## src/rtl/e203_ifu_jalr_seq_pkg.sv

```systemverilog
// Shared widths and JALR sequencer state encoding for the IFU.
package e203_ifu_jalr_seq_pkg;
  localparam int E203_XLEN        = 32;
  localparam int E203_PC_SIZE     = 32;
  localparam int E203_RFIDX_WIDTH = 5;

  localparam int E203_JSEQ_STATE_W = 3;
  typedef enum logic [E203_JSEQ_STATE_W-1:0] {
    E203_JSEQ_IDLE    = 3'd0,
    E203_JSEQ_WAIT_X1 = 3'd1,
    E203_JSEQ_WAIT_XN = 3'd2,
    E203_JSEQ_RD_XN   = 3'd3,
    E203_JSEQ_DONE_XN = 3'd4
  } e203_jseq_state_e;
endpackage

```

## src/rtl/e203_ifu_jalr_seq_if.sv

```systemverilog
// Mini-decode fields in, static prediction and fetch stall out.
interface e203_ifu_jalr_seq_if
  import e203_ifu_jalr_seq_pkg::*;
#(
  parameter int XLEN    = E203_XLEN,
  parameter int PC_W    = E203_PC_SIZE,
  parameter int RFIDX_W = E203_RFIDX_WIDTH
);
  logic               dec_valid;
  logic               dec_jal;
  logic               dec_jalr;
  logic               dec_bxx;
  logic [RFIDX_W-1:0] dec_jalr_rs1idx;
  logic [XLEN-1:0]    dec_bjp_imm;
  logic [PC_W-1:0]    pc;
  logic               seq_wait;
  logic               prdt_taken;
  logic [PC_W-1:0]    prdt_op1;
  logic [PC_W-1:0]    prdt_op2;

  modport master (
    output dec_valid, dec_jal, dec_jalr, dec_bxx, dec_jalr_rs1idx, dec_bjp_imm, pc,
    input  seq_wait, prdt_taken, prdt_op1, prdt_op2
  );
  modport slave (
    input  dec_valid, dec_jal, dec_jalr, dec_bxx, dec_jalr_rs1idx, dec_bjp_imm, pc,
    output seq_wait, prdt_taken, prdt_op1, prdt_op2
  );
endinterface

```

## src/rtl/e203_ifu_jalr_dep_chk.sv

```systemverilog
// JALR rs1 hazard detection: x1 write pending, or IR rs1 port/rd conflict for xn.
module e203_ifu_jalr_dep_chk
  import e203_ifu_jalr_seq_pkg::*;
#(
  parameter int RFIDX_W = E203_RFIDX_WIDTH
) (
  input  logic               oitf_empty,
  input  logic               ir_empty,
  input  logic               ir_rs1en,
  input  logic               ir_rdwen,
  input  logic [RFIDX_W-1:0] ir_rdidx,
  input  logic               ir_valid_clr,
  input  logic [RFIDX_W-1:0] rs1idx,
  output logic               x1_dep,
  output logic               xn_busy
);
  assign x1_dep  = !oitf_empty | (!ir_empty & ir_rdwen & (ir_rdidx == RFIDX_W'(1)));
  // An IR instruction retiring this cycle releases the shared read port.
  assign xn_busy = !oitf_empty
                 | ((!ir_empty & (ir_rs1en | (ir_rdwen & (ir_rdidx == rs1idx)))) & !ir_valid_clr);
endmodule

```

## src/rtl/e203_ifu_jalr_seq.sv

```systemverilog
// IFU static branch prediction plus JALR rs1 fetch sequencing.
module e203_ifu_jalr_seq
  import e203_ifu_jalr_seq_pkg::*;
#(
  parameter int XLEN    = E203_XLEN,
  parameter int PC_W    = E203_PC_SIZE,
  parameter int RFIDX_W = E203_RFIDX_WIDTH
) (
  input  logic                      clk,
  input  logic                      rst_n,
  e203_ifu_jalr_seq_if.slave        dec,
  input  logic                      oitf_empty,
  input  logic                      ir_empty,
  input  logic                      ir_rs1en,
  input  logic                      ir_rdwen,
  input  logic [RFIDX_W-1:0]        ir_rdidx,
  input  logic                      ir_valid_clr,
  input  logic [XLEN-1:0]           rf2seq_x1,
  input  logic [XLEN-1:0]           rf2seq_rs1,
  input  logic                      flush,
  output logic                      seq2rf_rs1_ena
);
  e203_jseq_state_e state;
  logic [XLEN-1:0]  rs1_q;
  logic             x1_dep, xn_busy;

  e203_ifu_jalr_dep_chk #(.RFIDX_W(RFIDX_W)) u_dep_chk (
    .oitf_empty   (oitf_empty),
    .ir_empty     (ir_empty),
    .ir_rs1en     (ir_rs1en),
    .ir_rdwen     (ir_rdwen),
    .ir_rdidx     (ir_rdidx),
    .ir_valid_clr (ir_valid_clr),
    .rs1idx       (dec.dec_jalr_rs1idx),
    .x1_dep       (x1_dep),
    .xn_busy      (xn_busy)
  );

  logic is_jalr, rs1_x0, rs1_x1, rs1_xn, idle_leave;
  assign is_jalr    = dec.dec_valid & dec.dec_jalr;
  assign rs1_x0     = (dec.dec_jalr_rs1idx == RFIDX_W'(0));
  assign rs1_x1     = (dec.dec_jalr_rs1idx == RFIDX_W'(1));
  assign rs1_xn     = !rs1_x0 & !rs1_x1;
  assign idle_leave = is_jalr & ((rs1_x1 & x1_dep) | rs1_xn);

  always_ff @(posedge clk or negedge rst_n) begin
    if (!rst_n) begin
      state <= E203_JSEQ_IDLE;
      rs1_q <= '0;
    end else if (flush) begin
      state <= E203_JSEQ_IDLE;
    end else begin
      case (state)
        E203_JSEQ_IDLE:
          if (idle_leave)
            state <= rs1_x1  ? E203_JSEQ_WAIT_X1 :
                     xn_busy ? E203_JSEQ_WAIT_XN : E203_JSEQ_RD_XN;
        E203_JSEQ_WAIT_X1: if (!x1_dep)  state <= E203_JSEQ_IDLE;
        E203_JSEQ_WAIT_XN: if (!xn_busy) state <= E203_JSEQ_RD_XN;
        E203_JSEQ_RD_XN:   state <= E203_JSEQ_DONE_XN;
        E203_JSEQ_DONE_XN: begin
          rs1_q <= rf2seq_rs1;
          state <= E203_JSEQ_IDLE;
        end
        default: state <= E203_JSEQ_IDLE;
      endcase
    end
  end

  assign seq2rf_rs1_ena = (state == E203_JSEQ_RD_XN);

  logic            wait_c, taken_c;
  logic [PC_W-1:0] op1_c;

  always_comb begin
    wait_c = 1'b0;
    case (state)
      E203_JSEQ_IDLE:    wait_c = idle_leave & !flush;
      E203_JSEQ_WAIT_X1: wait_c = x1_dep;
      E203_JSEQ_WAIT_XN,
      E203_JSEQ_RD_XN:   wait_c = 1'b1;
      default:           wait_c = 1'b0;
    endcase
  end

  assign taken_c = dec.dec_valid
                 & (dec.dec_jal | dec.dec_jalr | (dec.dec_bxx & dec.dec_bjp_imm[XLEN-1]));

  // Regfile data arrives in DONE_XN; forward it so op1 is usable the same cycle wait drops.
  always_comb begin
    op1_c = dec.pc;
    if (is_jalr) begin
      if (rs1_x0)                          op1_c = '0;
      else if (rs1_x1)                     op1_c = PC_W'(rf2seq_x1);
      else if (state == E203_JSEQ_DONE_XN) op1_c = PC_W'(rf2seq_rs1);
      else                                 op1_c = PC_W'(rs1_q);
    end
  end

  // Prediction outputs read as zero while reset is held, even with live decode inputs.
  assign dec.seq_wait   = rst_n & wait_c;
  assign dec.prdt_taken = rst_n & taken_c;
  assign dec.prdt_op1   = rst_n ? op1_c : '0;
  assign dec.prdt_op2   = rst_n ? PC_W'(dec.dec_bjp_imm) : '0;
endmodule

```

## src/flat_wrapper.sv

```systemverilog
// flat-port wrapper written by rule: the top's interface ports become plain ports
module e203_ifu_jalr_seq_flat import e203_ifu_jalr_seq_pkg::*;
#(
  parameter int XLEN    = E203_XLEN,
  parameter int PC_W    = E203_PC_SIZE,
  parameter int RFIDX_W = E203_RFIDX_WIDTH
)
  (clk, rst_n, oitf_empty, ir_empty, ir_rs1en, ir_rdwen, ir_rdidx, ir_valid_clr, rf2seq_x1, rf2seq_rs1, flush, seq2rf_rs1_ena, dec_dec_valid, dec_dec_jal, dec_dec_jalr, dec_dec_bxx, dec_dec_jalr_rs1idx, dec_dec_bjp_imm, dec_pc, dec_seq_wait, dec_prdt_taken, dec_prdt_op1, dec_prdt_op2);
  e203_ifu_jalr_seq_if #(.XLEN(XLEN), .PC_W(PC_W), .RFIDX_W(RFIDX_W)) dec_i ();
  input  logic clk;
  input  logic rst_n;
  input  logic oitf_empty;
  input  logic ir_empty;
  input  logic ir_rs1en;
  input  logic ir_rdwen;
  input  logic [RFIDX_W-1:0] ir_rdidx;
  input  logic ir_valid_clr;
  input  logic [XLEN-1:0] rf2seq_x1;
  input  logic [XLEN-1:0] rf2seq_rs1;
  input  logic flush;
  output logic seq2rf_rs1_ena;
  input wire logic [$bits(dec_i.dec_valid)-1:0] dec_dec_valid;
  input wire logic [$bits(dec_i.dec_jal)-1:0] dec_dec_jal;
  input wire logic [$bits(dec_i.dec_jalr)-1:0] dec_dec_jalr;
  input wire logic [$bits(dec_i.dec_bxx)-1:0] dec_dec_bxx;
  input wire logic [$bits(dec_i.dec_jalr_rs1idx)-1:0] dec_dec_jalr_rs1idx;
  input wire logic [$bits(dec_i.dec_bjp_imm)-1:0] dec_dec_bjp_imm;
  input wire logic [$bits(dec_i.pc)-1:0] dec_pc;
  output wire logic [$bits(dec_i.seq_wait)-1:0] dec_seq_wait;
  output wire logic [$bits(dec_i.prdt_taken)-1:0] dec_prdt_taken;
  output wire logic [$bits(dec_i.prdt_op1)-1:0] dec_prdt_op1;
  output wire logic [$bits(dec_i.prdt_op2)-1:0] dec_prdt_op2;
  assign dec_i.dec_valid = dec_dec_valid;
  assign dec_i.dec_jal = dec_dec_jal;
  assign dec_i.dec_jalr = dec_dec_jalr;
  assign dec_i.dec_bxx = dec_dec_bxx;
  assign dec_i.dec_jalr_rs1idx = dec_dec_jalr_rs1idx;
  assign dec_i.dec_bjp_imm = dec_dec_bjp_imm;
  assign dec_i.pc = dec_pc;
  assign dec_seq_wait = dec_i.seq_wait;
  assign dec_prdt_taken = dec_i.prdt_taken;
  assign dec_prdt_op1 = dec_i.prdt_op1;
  assign dec_prdt_op2 = dec_i.prdt_op2;
  e203_ifu_jalr_seq #(.XLEN(XLEN), .PC_W(PC_W), .RFIDX_W(RFIDX_W)) u_core (.clk(clk), .rst_n(rst_n), .dec(dec_i), .oitf_empty(oitf_empty), .ir_empty(ir_empty), .ir_rs1en(ir_rs1en), .ir_rdwen(ir_rdwen), .ir_rdidx(ir_rdidx), .ir_valid_clr(ir_valid_clr), .rf2seq_x1(rf2seq_x1), .rf2seq_rs1(rf2seq_rs1), .flush(flush), .seq2rf_rs1_ena(seq2rf_rs1_ena));
endmodule
```

## config.mk

```make
export PLATFORM = sky130hd
export DESIGN_NAME = e203_ifu_jalr_seq_flat
export DESIGN_NICKNAME = d
export VERILOG_FILES = /design/src/rtl/e203_ifu_jalr_seq_pkg.sv /design/src/rtl/e203_ifu_jalr_seq_if.sv /design/src/rtl/e203_ifu_jalr_dep_chk.sv /design/src/rtl/e203_ifu_jalr_seq.sv /design/src/flat_wrapper.sv
export SDC_FILE = /design/constraint.sdc
export NUM_CORES = 1
export LEC_CHECK = 0
export ABC_CLOCK_PERIOD_IN_PS = 2100
export BUFFER_PORTS_ARGS = -buffer_cell sky130_fd_sc_hd__buf_2
export CAP_MARGIN = 40
export CELL_PAD_IN_SITES_DETAIL_PLACEMENT = 0
export CELL_PAD_IN_SITES_GLOBAL_PLACEMENT = 1
export CORE_UTILIZATION = 28
export DETAILED_ROUTE_END_ITERATION = 7
export PLACE_DENSITY_LB_ADDON = 0.1
export SLEW_MARGIN = 20
export SYNTH_ARGS = -nofsm -noshare
export SYNTH_HDL_FRONTEND = slang
export SYNTH_SLANG_ARGS = --single-unit
```

## constraint.sdc

```tcl
create_clock -name clk -period 2.1 [get_ports clk]
set_input_delay 0.21 -clock clk [delete_from_list [all_inputs] [get_ports clk]]
set_output_delay 0.21 -clock clk [all_outputs]
set_load 0.02 [all_outputs]
```

==> results.yml, run 1 <==
power:
  p_int_uw: 1390
  p_leak_uw: 0.00249
  switchingPower_uw: 634
  switching_share_pct: 31.3
  clkPwrFrac_pct: 24.1
  power.density_nw_per_um2: 450
  ir_worst_vdd_uv: 216
  p_comb_share_pct: 36.6
  power_uw: 2020
  p_seq_share_pct: 39.3
critical_path:
  end_kind: "output port"
  start_kind: "flip-flop"
  critical_path.startpoint: "u_core.state[0]"
  crit_chain: "nor3b_4, buf_6, clkbuf_16, mux2_2, mux2i_1, o21ai_1, buf_2"
  reg2reg_from: "u_core.state[0]"
  path_max_fanout: 8
  critPathKind: "flip-flop to output port"
  worst_path_max_delay_cell: "dfrtp_2"
  r2r_cells: 6
  crit_arrival_ns: 1.97
  slowest_delay_ns: 0.44
  worstPathRequired_ns: 1.89
timing:
  rsz0062_at_grt: "true"
  finalWorstSetupSlack_ns: -0.0848
  worstMarginPinSlew_ns: 0.368
  timing.hold.ws_ns: -0.00268
  skew_ns: 0.00700
  fmax_mhz: 458
  finalHoldViolCount: 5
  period_needed_ns: 2.18
  maxSlewViolCount: 0
  final.period_utilization_pct: 104
  maxSlewHeadroom_pct: 75.3
  setup_viol: 32
synthesis:
  async_reset_ff_share_pct: 100
  ys_seq_elements: 35
  postSynthCellCount: 293
  synth_fp_nets: 443
  ys_seq_area_share_pct: 30.2
  synth_area_per_cell_um2: 9.90
  ys.flop_type: "dfrtp_1"
  synth_area_um2: 2900
  synthDistinctLibCells: 40
  ys_warn_count: 0
  synth_edf_count: 0
hold_path:
  hold_path.class: "primary input to async pin"
drt:
  drc: 0
  wl_mm: 8.89
  drt_iter0_drc: 93
  vias_per_cell: 4.50
  dr.pass1.iters: 5
  wire_per_inst_um: 13.7
  dr_total_vias: 2928
  ant_nets: 0
cts:
  worstSkewPairLatency_ns: 0.29
  cts_max_level: 2
  cts_buffers: 5
  cts_tree: "done"
  clock_sinks: 35
  clockBufferDepth: 2
  cts_root_buf: "clkbuf_8"
  clkTransAtPathRegs_ns: 0.08
floorplan:
  dieWidth_um: 104
  die_area_um2: 10800
  fp.dieH_um: 104
  start_util_pct: 29.3
  io_pins: 217
  rows: 36
  coreArea_um2: 9910
global_route:
  grt_max_degree: 30
  grt_pass1_wl_mm: 14.7
  grt_use_total_pct: 16.7
  grt_pass1_vias: 2981
  grt-ovfl-total: 0
  antenna_found_initial: 0
finish:
  area_growth_pct: 54.9
  final_cell_mix: "buf_2, mux2_2, nand2_1"
  mostFrequentLayoutCell: "buf_2"
  antennaDiodeCount: 0
  fin_area_um2: 4490
  stdcell_count: 650
  multi_input_area_um2: 1950
  nets: 666
  regArea_um2: 877
  drive_gt1_share_pct: 61.5
  fill_cells: 1004
outcome:
  violations: "hold timing, setup timing"
  status: "finished with violations"
placement:
  port_buffers: 216
  dp_slack_ns: 0.161
  dp_hpwl_mm: 6.73
  gp_congestion: 0.767
  dpl.cell_count: 635
  postPlaceCellArea_um2: 4190
flow_run:
  cap_violations: 0
path summary, 6_finish.rpt:
kind	endpoint	slack, ns
setup reg to reg	u_core.rs1_q[0]	0.30
min in group clk	u_core.rs1_q[13]	0.16
max in group asynchronous	u_core.rs1_q[30]	1.87
hold / removal	u_core.rs1_q[7]	-0.003
setup / recovery	dec_prdt_op1[0]	-0.08
hold reg to reg	u_core.rs1_q[8]	0.50
timing repair:
action,in CTS,in global routing
gates cloned,2,1
endpoints found under the setup margin,32,33
gates resized for setup,35,23
buffers inserted,4,0
hold buffers,0,0
pin swaps,6,11
cell families after synthesis:
logic type	synth area share, %
compound gates	9.44
xor+xnor	1.51
simple gates	17.4
buf+inv	5.56
mux	35.9
flops	30.2
cells in the mapped netlist (all sizes together), types with 3 or more instances:
master | number | share of area (%)
buf | 14 | 4.4
nor3b | 3 | 1.2
and2 | 33 | 7.1
dfrtp | 35 | 30
mux2i | 32 | 11
o21ai | 32 | 5.5
clkbuf | 7 | 0.91
xnor2 | 4 | 1.2
mux2 | 64 | 25
nand2 | 37 | 4.8
nor2 | 3 | 0.39
layer usage:
metal	track usage, %	part of all wire (%)
met5	0	0
met4	3.06	0.54
met3	3.84	7.3
met2	30.3	49
met1	20.0	43
state kept, by name, indices dropped and copies added (netlist names):
name / flops
u_core.rs1_q: 32
u_core.state: 3
per-stage QoR:
step | hold WS (ns) | TNS [ns] | util [%]
finish | -0.00268 | -1.34 | 45.4
global route | 0.0153 | -4.14 | 45.4
floorplan | -0.0856 | 0 | -
detailed placement | 0.329 | 0 | 42.2
global placement | 0.322 | 0 | 42.2
CTS | 0.00698 | -2.62 | 44.7
power by group through the flow:
stage                     registers, uW  clock network (uW)  logic [uW]
final                               796                 487         741
after global routing                807                 534         814
after CTS                           795                 513         732
after detailed placement            808                   0         697
after global placement              805                   0         689
after floorplan                     795                   0         416
cell type report:
cell class	instances	share of cell area, %
Clock buffer	6	1.61
Clock inverter	2	0.278
Inverter	2	0.167
Multi-Input combinational cell	235	43.3
Sequential cell	35	19.5
Tap cell	133	3.70
Timing Repair Buffer	237	31.4
worst max-delay path: cells and delay by family, from the launching register on:
kind                   cells  cell delay [ns]
AOI/OAI and AO/OA          1             0.07
muxes                      2             0.46
DFF                        1             0.44
buffers and inverters      3             0.52
and+or+nand+nor            1             0.21
(Power assumes the default switching activity.)
==> inputs of run 2 (changes only) <==
--- a/config.mk
+++ b/config.mk
@@ -5,14 +5,15 @@
 export SDC_FILE = /design/constraint.sdc
 export NUM_CORES = 1
 export LEC_CHECK = 0
-export ABC_CLOCK_PERIOD_IN_PS = 2100
+export ABC_CLOCK_PERIOD_IN_PS = 2000
 export BUFFER_PORTS_ARGS = -buffer_cell sky130_fd_sc_hd__buf_2
 export CAP_MARGIN = 40
 export CELL_PAD_IN_SITES_DETAIL_PLACEMENT = 0
 export CELL_PAD_IN_SITES_GLOBAL_PLACEMENT = 1
-export CORE_UTILIZATION = 28
+export CORE_UTILIZATION = 26
 export DETAILED_ROUTE_END_ITERATION = 7
 export PLACE_DENSITY_LB_ADDON = 0.1
+export SETUP_SLACK_MARGIN = 0.3
 export SLEW_MARGIN = 20
 export SYNTH_ARGS = -nofsm -noshare
 export SYNTH_HDL_FRONTEND = slang
==> constraint.sdc (replaced) <==
create_clock -name clk -period 2 [get_ports clk]
set_input_delay 0.2 -clock clk [delete_from_list [all_inputs] [get_ports clk]]
set_output_delay 0.2 -clock clk [all_outputs]
set_load 0.02 [all_outputs]
==> run 2 against run 1 <==
- the run ends with setup timing left
- combinational power up 33%
- setup slack got worse by 0.082 ns
- total power increased by 15%
- worst hold slack improved by 0.12 ns
- sequential share of layout area is 2.4 points lower
- first-iteration DRC count fell by 32%
- critical path depth stayed put
- global-route usage shrank 0.65 points
- sequential cell count unchanged
- largest power group is now combinational logic
==> results.yml, run 2 (synthesized netlist as in run 1, its figures left out) <==
drt:
  drt_iter0_drc: 63
  dr.pass1.iters: 4
  ant_nets: 0
  drc: 0
  vias_per_cell: 4.66
  wire_per_inst_um: 14.7
  dr_total_vias: 3073
  wl_mm: 9.68
timing:
  period_needed_ns: 2.17
  final.period_utilization_pct: 108
  maxSlewViolCount: 0
  finalWorstSetupSlack_ns: -0.167
  maxSlewHeadroom_pct: 78.1
  fin_tns_setup_ns: -4.36
  skew_ns: 0.00846
  setup_viol: 33
  worstMarginPinSlew_ns: 0.328
  rsz0062_at_grt: "true"
  fmax_mhz: 461
  finalHoldViolCount: 0
finish:
  drive_gt1_share_pct: 72.1
  reg_top3: "u_core.rs1_q (32), u_core.state (3)"
  top_register: "u_core.rs1_q"
  mostFrequentLayoutCell: "buf_2"
  nets: 669
  largest_reg_flops: 32
  final_cell_mix: "buf_2, mux2_4, nand2_1"
  antennaDiodeCount: 0
  fin_area_um2: 5100
  area_growth_pct: 75.9
critical_path:
  timing.rr.end: "u_core.rs1_q[3]"
  critPathKind: "flip-flop to output port"
  r2r_slack_ns: 0.05
  critical_path.startpoint: "u_core.state[0]"
  end_kind: "output port"
  crit_arrival_ns: 1.97
  path_max_fanout: 6
  crit_path_end: "dec_prdt_op1[2]"
  reg2reg_from: "u_core.state[0]"
  r2r_cells: 7
  start_kind: "flip-flop"
  worstPathRequired_ns: 1.80
floorplan:
  coreArea_um2: 10800
  start_util_pct: 26.8
  rows: 38
  fp.dieH_um: 108
  dieWidth_um: 108
  die_area_um2: 11600
  io_pins: 217
cts:
  cts_tree: "done"
  clockBufferDepth: 2
  worstSkewPairLatency_ns: 0.28
  clkTransAtPathRegs_ns: 0.08
  cts_max_level: 2
  hold_buffers: 0
  cts_root_buf: "clkbuf_8"
  cts_buffers: 5
  clock_sinks: 35
placement:
  port_buffers: 216
  dp_hpwl_mm: 6.95
  postPlaceCellArea_um2: 4360
  gp_congestion: 0.750
power:
  ir_worst_vdd_uv: 248
  p_leak_uw: 0.00256
  power_uw: 2320
  power.density_nw_per_um2: 455
global_route:
  antenna_found_initial: 0
  grt_pass1_wl_mm: 14.4
  grt_use_total_pct: 16.0
  grt_pass1_vias: 2919
  grt_max_degree: 34
  grt-ovfl-total: 0
hold_path:
  hold_path.class: "primary input to async pin"
flow_run:
  cap_violations: 0
outcome:
  status: "finished with violations"
  violations: "setup timing"
==> run 2: cell types whose count changed in the layout (fill, tap and decap cells not counted), sizes merged <==
cell      previous run  this run
clkinvlp             1         0
clkbuf               7        10
buf                236       237
==> run 2: stage by stage <==
step                      cells  setup slack [ns]  hold WS (ns)  util [%]
after floorplan             293             0.240       -0.0956         -
final                       660            -0.167         0.114      47.1
after detailed placement    645            0.0363         0.444      40.2
after CTS                   655            -0.198         0.137      42.8
after global placement      645             0.108         0.432      40.2
after global routing        660            -0.261         0.141      47.1
==> run 2: how the worst min path moves through the flow <==
stage | from | endpoint | slack (ns) | depth (start not counted)
after floorplan | rst_n | u_core.rs1_q[0] | -0.1 | 0
after global placement | rst_n | u_core.state[1] | 0.43 | 2
after detailed placement | rst_n | u_core.state[0] | 0.44 | 2
after CTS | rst_n | u_core.rs1_q[25] | 0.14 | 2
after global routing | rf2seq_rs1[20] | u_core.rs1_q[20] | 0.14 | 2
final | rst_n | u_core.rs1_q[25] | 0.11 | 2
==> run 2: area by class of cell <==
cell class / count / area (um^2)
multi-input combinational: 235 / 2340
clock inverter: 1 / 5.00
fill: 1059 / 5740
tap: 140 / 175
clock buffer: 7 / 76.3
timing repair buffer: 240 / 1620
sequential: 35 / 876
inverter: 2 / 7.51
==> run 2: repair_timing <==
item	in CTS	in global routing
pin swaps	2	18
buffers inserted	1	2
gates cloned	1	3
resized for setup	45	105
endpoints found under the setup margin	66	66
==> run 2: layer usage <==
layer  track usage (%)  share of wire (%)
met1              19.6                 42
met2              28.2                 49
met3              4.12                8.1
met4              3.23               0.78
met5                 0                  0
==> run 2: power breakdown <==
part	internal, uW	switching, uW
sequential	793	45.4
combinational	558	427
clock	245	257
total	1600	730
==> run 2: worst max-delay path: stages, from the launching register on <==
cell	delay [ns]
dfrtp_1	0.41
nor3b_4	0.20
buf_6	0.20
buf_12	0.15
mux2_2	0.34
mux2i_2	0.17
o21ai_2	0.06
buf_2	0.15
==> inputs of run 3 (changes only) <==
--- a/config.mk
+++ b/config.mk
@@ -10,6 +10,8 @@
 export CAP_MARGIN = 40
 export CELL_PAD_IN_SITES_DETAIL_PLACEMENT = 0
 export CELL_PAD_IN_SITES_GLOBAL_PLACEMENT = 1
+export CORE_ASPECT_RATIO = 1.5
+export CORE_MARGIN = 2
 export CORE_UTILIZATION = 26
 export DETAILED_ROUTE_END_ITERATION = 7
 export PLACE_DENSITY_LB_ADDON = 0.1
==> run 3 against run 2 <==
- clock power rose by 51%
- final area fell by 1.5%
- wire length rose by 7.8%
- the flow still finishes with violations (setup timing)
- register-to-register slack improved by 0.15 ns
- sequential share of layout area rose by 0.26 points
- core utilization fell by 1.1 points
==> results.yml, run 3 (synthesized netlist as in run 1, its figures left out) <==
outcome:
  status: "finished with violations"
  violations: "setup timing"
finish:
  nets: 673
  final_cell_mix: "buf_2, mux2_4, nand2_1"
  area_growth_pct: 73.3
  antennaDiodeCount: 0
  top_register: "u_core.rs1_q"
  multi_input_area_um2: 2250
  drive_gt1_share_pct: 69.8
  stdcell_count: 670
  regArea_um2: 876
  fill_cells: 1131
  largest_reg_flops: 32
  mostFrequentLayoutCell: "buf_2"
  reg_top3: "u_core.rs1_q (32), u_core.state (3)"
global_route:
  grt_pass1_wl_mm: 15.5
  grt_pass1_vias: 3252
  antenna_found_initial: 0
  grt_use_total_pct: 16.1
  grt_max_degree: 33
  grt-ovfl-total: 0
power:
  ir_worst_vdd_uv: 250
  power.density_nw_per_um2: 501
  p_leak_uw: 0.00264
timing:
  final.period_utilization_pct: 108
  maxSlewViolCount: 0
  period_needed_ns: 2.15
  timing.hold.ws_ns: 0.0720
  rsz0062_at_grt: "true"
  finalWorstSetupSlack_ns: -0.155
  worstMarginPinSlew_ns: 0.459
  skew_ns: 0.00459
  fmax_mhz: 464
  maxSlewHeadroom_pct: 69.2
  finalHoldViolCount: 0
  setup_viol: 32
critical_path:
  critPathKind: "flip-flop to output port"
  worst_path_max_delay_cell: "dfrtp_1"
  end_kind: "output port"
  cp_num_buf_inv: 3
  path_max_fanout: 7
  crit_arrival_ns: 1.95
  crit_chain: "nor3b_4, buf_6, buf_8, mux2_2, mux2i_2, o21ai_2, buf_2"
  worstPathRequired_ns: 1.80
  cpLargestDelayFamily: "multiplexers"
  start_kind: "flip-flop"
  slowest_delay_ns: 0.41
placement:
  dpl.cell_count: 651
  dp_hpwl_mm: 7.75
  port_buffers: 216
  gp_congestion: 0.771
drt:
  dr.pass1.iters: 4
  drc: 0
  wire_per_inst_um: 15.6
  wl_met2_mm: 5.76
  wl_met3_um: 657
  met1Wirelength_mm: 3.91
  wl_mm: 10.4
  ant_nets: 0
  drt_iter0_drc: 37
  top_layer: "met4"
  dr_total_vias: 3080
  vias_per_cell: 4.60
floorplan:
  dieWidth_um: 90.3
  fp.dieH_um: 133
  start_util_pct: 26.5
  die_area_um2: 12000
  io_pins: 217
  coreArea_um2: 10900
  rows: 47
cts:
  cts_max_level: 2
  clkTransAtPathRegs_ns: 0.05
  cts_buffers: 5
  cts_tree: "done"
  cts_root_buf: "clkbuf_16"
  worstSkewPairLatency_ns: 0.28
  clock_sinks: 35
  clockBufferDepth: 2
flow_run:
  cap_violations: 0
hold_path:
  hold_path.class: "primary input to async pin"
-- run 3: changes by cell type in the layout (fill, tap and decap cells not counted), moves of 2 or more --
cell,before,now
buf_6,31,16
clkbuf_1,2,0
clkbuf_16,3,9
mux2i_1,11,24
clkbuf_8,5,1
mux2_2,7,19
mux2i_2,19,5
buf_2,185,201
mux2_4,57,45
-- run 3: final cells by class --
class	instances	share of cell area, %
clock buffers	6	2.76
well taps	147	3.66
repair buffers	244	31.1
flip-flops and latches	35	17.4
multi-input cells	235	44.8
inverters	2	0.149
clock inverters	1	0.0995
-- run 3: path summary, 6_finish.rpt --
check | slack [ns] | depth (start not counted) | end | startpoint
hold / removal | 0.07 | 2 | u_core.state[1] | rst_n
hold reg to reg | 0.50 | 1 | u_core.rs1_q[10] | u_core.rs1_q[10]
min in group clk | 0.17 | 2 | u_core.rs1_q[28] | rf2seq_rs1[28]
max in group asynchronous | 1.39 | 2 | u_core.rs1_q[30] | rst_n
setup reg to reg | 0.20 | 7 | u_core.rs1_q[21] | u_core.state[1]
setup / recovery | -0.15 | 7 | dec_prdt_op1[22] | u_core.state[1]
-- run 3: where the power goes --
part           switching (uW)  internal (uW)
Sequential               45.5            795
Clock                     275            485
Combinational             414            507
-- run 3: routing by layer --
layer	vias up	GRT usage (%)
met1	1425	16.9
met4	0	4.62
li1	1504	-
met3	6	2.88
met2	145	32.0
met5	-	0
-- run 3: repair_timing --
item	4_1_cts	5_1_grt
setup endpoints to repair	66	67
pin swaps	3	8
gates resized for setup	50	48
hold endpoints to repair	2	0
setup buffers	1	3
cloned	0	7
hold buffers	1	0
-- run 3: per-stage QoR --
step / util (%) / cell area, um^2 / total power (uW) / TNS (ns) / worst slack [ns]
after global placement: 39.6 / 4330 / 1630 / 0 / 0.129
after global routing: 46.0 / 5030 / 2670 / -6.45 / -0.238
after floorplan: - / 3040 / 1320 / 0 / 0.240
after detailed placement: 39.6 / 4330 / 1640 / 0 / 0.111
final: 46.0 / 5030 / 2520 / -3.59 / -0.155
after CTS: 42.8 / 4680 / 2500 / -4.21 / -0.152
